$ cat src/rtl/adder_arbiter.sv
// Round-robin arbiter that shares one registered adder between NUM_REQ requesters.
// One operation is in flight at a time. A watchdog completes an unanswered operation with rsp_err set.
module adder_arbiter #(
  parameter int NUM_REQ = 4,
  parameter int ID_W    = 2,
  parameter int TIMEOUT = 15
) (
  input  logic                    clk,
  input  logic                    reset,
  input  logic [NUM_REQ-1:0]      req_valid,
  output logic [NUM_REQ-1:0]      req_ready,
  input  logic [NUM_REQ*32-1:0]   req_data0,
  input  logic [NUM_REQ*32-1:0]   req_data1,
  output logic                    add_dv,
  output logic [31:0]             add_data0,
  output logic [31:0]             add_data1,
  input  logic [31:0]             add_data_out,
  input  logic                    add_dv_out,
  output logic                    rsp_valid,
  input  logic                    rsp_ready,
  output logic [ID_W-1:0]         rsp_id,
  output logic [31:0]             rsp_data,
  output logic                    rsp_err,
  output logic                    busy
);
  localparam int SEL_W = (NUM_REQ > 1) ? $clog2(NUM_REQ) : 1;

  localparam logic [1:0] IDLE  = 2'd0;
  localparam logic [1:0] ISSUE = 2'd1;
  localparam logic [1:0] WAIT  = 2'd2;
  localparam logic [1:0] RESP  = 2'd3;

  logic [1:0]       state_reg;
  logic [SEL_W-1:0] ptr_reg;
  logic [7:0]       cnt_reg;
  logic [7:0]       cnt_next;
  logic [SEL_W-1:0] grant_sel;
  logic             grant_any;
  logic [31:0]      op0 [NUM_REQ];
  logic [31:0]      op1 [NUM_REQ];

  genvar gi;
  generate
    for (gi = 0; gi < NUM_REQ; gi++) begin : g_req
      assign op0[gi]       = req_data0[32*gi +: 32];
      assign op1[gi]       = req_data1[32*gi +: 32];
      assign req_ready[gi] = reset && (state_reg == IDLE) && grant_any &&
                             (grant_sel == SEL_W'(gi));
    end
  endgenerate

  // Scan from the farthest candidate down to ptr+1 so the nearest valid requester wins.
  always_comb begin
    int idx;
    idx       = 0;
    grant_sel = '0;
    grant_any = 1'b0;
    for (int k = NUM_REQ; k >= 1; k--) begin
      idx = int'(ptr_reg) + k;
      if (idx >= NUM_REQ) idx = idx - NUM_REQ;
      if (req_valid[idx[SEL_W-1:0]]) begin
        grant_sel = idx[SEL_W-1:0];
        grant_any = 1'b1;
      end
    end
  end

  assign busy     = (state_reg != IDLE);
  assign cnt_next = cnt_reg + 8'd1;

  always_ff @(posedge clk) begin
    if (!reset) begin
      state_reg <= IDLE;
      ptr_reg   <= SEL_W'(NUM_REQ - 1);
      cnt_reg   <= '0;
      add_dv    <= 1'b0;
      add_data0 <= '0;
      add_data1 <= '0;
      rsp_valid <= 1'b0;
      rsp_id    <= '0;
      rsp_data  <= '0;
      rsp_err   <= 1'b0;
    end else begin
      case (state_reg)
        IDLE: begin
          if (grant_any) begin
            add_data0 <= op0[grant_sel];
            add_data1 <= op1[grant_sel];
            rsp_id    <= ID_W'(grant_sel);
            ptr_reg   <= grant_sel;
            add_dv    <= 1'b1;
            state_reg <= ISSUE;
          end
        end
        ISSUE: begin
          add_dv    <= 1'b0;
          cnt_reg   <= '0;
          state_reg <= WAIT;
        end
        WAIT: begin
          // An answer on the timeout edge takes priority over the error.
          if (add_dv_out) begin
            rsp_data  <= add_data_out;
            rsp_err   <= 1'b0;
            rsp_valid <= 1'b1;
            state_reg <= RESP;
          end else if (cnt_next == 8'(TIMEOUT)) begin
            rsp_data  <= '0;
            rsp_err   <= 1'b1;
            rsp_valid <= 1'b1;
            state_reg <= RESP;
          end else begin
            cnt_reg <= cnt_next;
          end
        end
        RESP: begin
          if (rsp_ready) begin
            rsp_valid <= 1'b0;
            state_reg <= IDLE;
          end
        end
        default: state_reg <= IDLE;
      endcase
    end
  end
endmodule

$ cat config.mk
export PLATFORM = sky130hd
export DESIGN_NAME = adder_arbiter
export DESIGN_NICKNAME = d
export VERILOG_FILES = /design/src/rtl/adder_arbiter.sv
export SDC_FILE = /design/constraint.sdc
export NUM_CORES = 1
export LEC_CHECK = 0
export ABC_AREA = 0
export CAP_MARGIN = 20
export CORE_AREA = 3 3 154 156
export DETAILED_ROUTE_END_ITERATION = 10
export DIE_AREA = 0 0 157 159
export PLACE_DENSITY_LB_ADDON = 0.2
export SYNTH_ARGS = -nofsm -noshare
export SYNTH_HDL_FRONTEND = slang
export SYNTH_SLANG_ARGS = --single-unit
$ cat constraint.sdc
create_clock -name clk -period 3.2 [get_ports clk]
set_input_delay 0.48 -clock clk [delete_from_list [all_inputs] [get_ports clk]]
set_output_delay 0.48 -clock clk [all_outputs]
set_load 0.05 [all_outputs]
# [Yosys cells after proc, flatten, opt, wreduce, memory -nomap -nowiden]
# Index checks and enable logic that the tools add are counted.
# Widths: inputs -> output; s select.
[classes] n_addsub=9 multipliers=0 n_div=0 magnitude_cmp=9 n_eq_ne=12 shifts=0 muxes=43 bitwise_logic=1 n_reduce_logical=19
[ops] operator="$mux 32" n=6
[ops] operator="$bmux 32 s2" n=2
[ops] operator="$mux 2" n=12
[ops] operator="$mux 8" n=2
[ops] operator="$pmux 8 s2" n=1
[ops] operator="$mux 1" n=13
[ops] operator="$ge 3x3->1 const B" n=4
[ops] operator="$lt 2x3->1 const B" n=4
[ops] operator="$reduce_bool 2->1" n=5
[ops] operator="$reduce_and 3->1" n=3
[ops] operator="$add 8x1->8 const B" n=1
[ops] operator="$bmux 1 s2" n=4
[ops] operator="$eq 2x2->1 const B" n=4
[ops] operator="$eq 8x4->1 const B" n=1
[ops] operator="$ne 2x2->1 const B" n=4
[ops] operator="$pmux 2 s4" n=1
[ops] operator="$sub 2x1->2 const B" n=4
[ops] operator="$add 2x2->3 const B" n=2
[ops] operator="$logic_and 1x1->1" n=6
[ops] operator="$reduce_and 2->1" n=3
[ops] operator="$add 2x3->4 const B" n=1
[ops] operator="$eq 2x1->1 const B" n=2
[ops] operator="$ge 4x3->1 const B" n=1
[ops] operator="$logic_not 2->1" n=2
[ops] operator="4 further kinds" n=5
[totals] regBits=113 latch_bits=0 ram_bits=0 mem_bits_ro=0 in_bits=296 output_inout_bits=106 word_cells=103 memories=0

# [Logic depth before layout (Yosys ltp)]
# Gate-level depths: netlist of run 1.
[logic_depth] ltp_word=13 ltp_mapped=8 mapped_depth_nobuf=7

# [Worst setup path after synthesis of run 1]
# OpenSTA, ideal clock, no wires.
[synth_path] path_kind="input port to output port" startpoint="in req_valid[3]" endpoint="out req_ready[0]" arrival_time_ns=2.557 required_time_ns=2.720 setup_slack_ns=0.163 cell_stages=6 path_buffers=2 path_cell_list="nand2b_1 o21ai_1 a211oi_2 buf_4 buf_2 nor3b_1"
[synth_via] elab_chain_len=8 elab_cells_between_ends=19 classes_between="mux: 16; reduce/logical: 3"
[synth_rtl] element="start: declaration" line="10" source="input logic [NUM_REQ-1:0] req_valid,"
[synth_rtl] element="$bmux 1 s2" line="61" source="if (req_valid[idx[SEL_W-1:0]]) begin"
[synth_rtl] element="$mux 1 (implied by the code)" line="61"
[synth_rtl] element="$mux 2 / $mux 1 (equally long branches) (4 in a row)" line="61"
[synth_rtl] element="$logic_not 2->1 / $logic_and 1x1->1 (equally long branches)" line="48, 47"
[synth_rtl] element="$logic_and 1x1->1 (*)" line="47" source="assign req_ready[gi] = reset && (state_reg == IDLE) && grant_any &&"
[synth_rtl] element="end: declaration" line="11" source="output logic [NUM_REQ-1:0] req_ready,"
# Mark *: on every way between the ends. The rest lies on a longest branch, timed or not. The select of a mux whose other input is x is not followed.

# [Final worst setup path of run 1]
[layout_path] startpoint="in req_valid[1]" endpoint="out req_ready[3]"
[layout_via] elab_chain_len=8 elab_cells_between_ends=19 classes_between="eq/ne: 1; mux: 16; reduce/logical: 2"
[layout_rtl] element="$bmux 1 s2" line="61"
[layout_rtl] element="$mux 1 (implied by the code)" line="61"
[layout_rtl] element="$mux 2 / $mux 1 (equally long branches) (4 in a row)" line="61"
[layout_rtl] element="$eq 2x2->1 / $logic_and 1x1->1 (equally long branches)" line="48, 47"
[layout_rtl] element="$logic_and 1x1->1 (*)" line="47"
# Marks and branches as above.

==> insert_results.sql, run 1 <==
INSERT INTO impl_metrics (metric_group, metric, value, unit) VALUES
('drt', 'post_drt_wl_per_cell', '18.6', 'um'),
('cts', 'cts_hold_repair.buffers', '0', ''),
('timing', 'slew_headroom', '50.5', '%'),
('setup_path', 'crit_chain', 'clkdlybuf4s50_1 -> o21a_1 -> a211oi_4 -> buf_12 -> nor3b_1 -> buf_4', ''),
('drt', 'drt_pass1_iterations', '5', ''),
('grt', 'track_usage', '19.8', '%'),
('placed_design', 'placement.io_buffers', '401', ''),
('cts', 'cts_setup_buffers', '0', ''),
('power', 'powerDensity', '793', 'nW/um^2'),
('timing', 'timing.final.crit_share', '85.2', '%'),
('floorplanning', 'initial_core_util', '31.5', '%'),
('drt', 'detail-route-antenna-nets', '0', ''),
('final_layout', 'layout_net_count', '1387', ''),
('run_status', 'result_of_the_run', 'finished clean', ''),
('power', 'switching_share_of_power', '44.9', '%'),
('timing', 'finalClockSkew', '0.00854', 'ns'),
('power', 'power.share.clock', '20.0', '%'),
('drt', 'via_per_inst', '4.92', ''),
('setup_path', 'data_required_time_at_the_worst_endpoint', '2.72', 'ns'),
('drt', 'wirelength', '25700', 'um'),
('setup_path', 'timing.setup.critical_path_class', 'in -> out', ''),
('final_layout', 'drive_above_1_share', '20.1', '%'),
('grt', 'grt_antenna_before_repair', '0', ''),
('placed_design', 'gp_congestion', '0.815', ''),
('synthesis', 'synth_area', '7090', 'um^2'),
('setup_path', 'endpoint_kind', 'output pin', ''),
('final_layout', 'antenna_cells', '0', ''),
('final_layout', 'filler_cell_count', '2131', ''),
('drt', 'wl_met1', '9880', 'um'),
('cts', 'cts_num_sinks', '113', ''),
('cts', 'postCtsResizedCells', '0', ''),
('timing', 'fmaxAchievable', '0.367', 'GHz'),
('placed_design', 'estimated_wirelength_of_the_detail_placed_design', '19500', 'um'),
('final_layout', 'area_growth_syn_to_layout', '66.4', '%'),
('floorplanning', 'row_count', '55', ''),
('floorplanning', 'die_h', '159', 'um'),
('power', 'internal_power', '5.16', 'mW'),
('drt', 'met3_wirelength', '2090', 'um'),
('floorplanning', 'full_die_area', '25000', 'um^2'),
('timing', 'tightestPinTransition', '0.743', 'ns'),
('final_layout', 'area.sequential', '2260', 'um^2'),
('cts', 'cts.reportedPaths.clkPinSlew', '0.05', 'ns'),
('final_layout', 'largestRegisters', 'add_data0: 32 flops, add_data1: 32 flops, rsp_data: 32 flops', ''),
('cts', 'cts_buffers', '17', ''),
('grt', 'grt_pass1_wl', '38700', 'um'),
('grt', 'first_global_vias', '6807', ''),
('power', 'gate_power_share', '58.1', '%'),
('synthesis', 'synthesis.nets', '1015', ''),
('timing', 'final.setup.tns', '0', 'ns'),
('drt', 'drc_violations_left', '0', ''),
('final_layout', 'multi_input_comb_area', '4380', 'um^2'),
('drt', 'routed-wl-met2', '13400', 'um'),
('power', 'netSwitchingPower', '4.20', 'mW'),
('drt', 'via_count', '6805', ''),
('floorplanning', 'dieWidth', '157', 'um'),
('synthesis', 'synthesis.instances', '712', ''),
('timing', 'timing.final.setup_violations', '0', ''),
('floorplanning', 'core-area', '22500', 'um^2'),
('synthesis', 'yosys_warnings', '0', ''),
('setup_path', 'worst_path_max_delay_cell', 'clkdlybuf4s50_1', ''),
('timing', 'clock_period_minus_worst_slack', '2.73', 'ns'),
('cts', 'clk_lat_worst_skew', '0.41', 'ns'),
('synthesis', 'synthesized_area_divided_by_synthesized_cell_count', '9.96', 'um^2'),
('grt', 'global_route.overflow_total', '0', ''),
('synthesis', 'synth_seq_area_share', '31.9', '%'),
('timing', 'maxSlewViolCount', '0', ''),
('power', 'leakagePower', '4.29', 'nW'),
('final_layout', 'postLayoutCoreUtil', '52.4', '%'),
('power', 'power.ir.vdd_worst', '0.000384', 'V'),
('cts', 'tritoncts', 'built', ''),
('setup_path', 'max_stage_delay', '0.49', 'ns');
[power by group through the flow]
stage          clock (mW)  combinational, mW  sequential [mW]
2_1_floorplan           0               2.50             3.40
3_3_place_gp            0               5.48             2.07
3_5_place_dp            0               5.49             2.08
4_1_cts              1.92               5.51             2.06
5_1_grt              2.00               5.74             2.11
6_report             1.87               5.43             2.05
[stage by stage]
step                      instances  power [mW]  hold slack [ns]  instance area, um^2  worst slack [ns]
after floorplan                 712        5.90            0.466                 7090             0.163
after global placement         1350        7.54            0.443                11200             0.457
after detailed placement       1350        7.57            0.453                11200             0.429
after CTS                      1382        9.49            0.448                11800             0.448
after global routing           1382        9.85            0.462                11800             0.370
final                          1382        9.36            0.461                11800             0.473
[cell usage in the layout (no fill, tap or decap), types with 13 or more instances in the layout]
cell	instances
a21oi_1	42
a311oi_2	30
buf_4	13
clkbuf_16	17
clkdlybuf4s50_1	396
dfxtp_1	113
mux2_2	64
mux2i_1	133
nand2_1	55
nand3_1	67
o21ai_2	64
[final timing paths]
kind	startpoint	to	slack [ns]	cells past startpoint
min reg2reg	rsp_id[1]	rsp_id[1]	0.46	2
max reg2reg	ptr_reg[1]	add_data1[16]	1.11	7
min	rsp_id[1]	rsp_id[1]	0.46	2
max	req_valid[1]	req_ready[3]	0.47	6
[final cells by class]
| cell class | count | share of cell area [%] |
|---|---|---|
| well taps | 285 | 3.02 |
| repair buffers | 416 | 35.5 |
| flip-flops and latches | 113 | 19.2 |
| inverters | 8 | 0.255 |
| clock buffers | 20 | 3.79 |
| multi-input cells | 528 | 37.1 |
| clock inverters | 12 | 1.15 |
[per-layer routing]
| layer | vias up | GRT usage (%) |
|---|---|---|
| li1 | 3377 | - |
| met1 | 3160 | 22.0 |
| met2 | 248 | 36.0 |
| met3 | 20 | 6.58 |
| met4 | 0 | 4.81 |
| met5 | - | 0 |
[tightest hold or removal path: stages, from the launching register on]
cell and delay, ns:
dfxtp_1 0.31, nand2_1 0.05, a21oi_1 0.05
[cells by family after synthesis]
| group | share of synthesized area, % |
|---|---|
| buffers and inverters | 6.72 |
| DFF | 31.9 |
| adders and majority gates | 1.24 |
| muxes | 28.9 |
| AOI/OAI and AO/OA | 19.6 |
| xor gates and xnor gates | 0.371 |
| and+or+nand+nor | 11.3 |
[cell usage after synthesis, drive strengths merged]
library cell / instances / share of area (%)
nand2b: 8 / 0.71
ha: 7 / 1.2
a21oi: 42 / 3.0
buf: 27 / 4.1
clkbuf: 36 / 2.2
o22ai: 2 / 0.18
a311oi: 32 / 6.6
xor2: 2 / 0.25
o21ai: 72 / 8.5
and3: 1 / 0.088
nor3b: 3 / 0.32
a211oi: 3 / 0.46
nand4: 1 / 0.088
nor2b: 1 / 0.088
xnor2: 1 / 0.12
o21a: 1 / 0.11
nor3: 6 / 0.42
nor2: 10 / 0.53
a21o: 1 / 0.21
nand3b: 1 / 0.11
and2: 3 / 0.26
nand2: 57 / 3.0
inv: 8 / 0.42
mux2i: 133 / 19
dfxtp: 113 / 32
mux2: 64 / 10
nor4: 2 / 0.48
o221a: 1 / 0.16
o31a: 1 / 0.12
o31ai: 2 / 0.21
or4: 1 / 0.16
and4: 1 / 0.12
nand3: 68 / 4.9
a31oi: 1 / 0.088
Power figures use the tool's default switching activity.
==> run 2, diff against run 1 <==
- CTS_CLUSTER_SIZE: unset -> 14
==> results of run 2 <==
No change in the layout: final DEF, timing and power equal those of run 1.
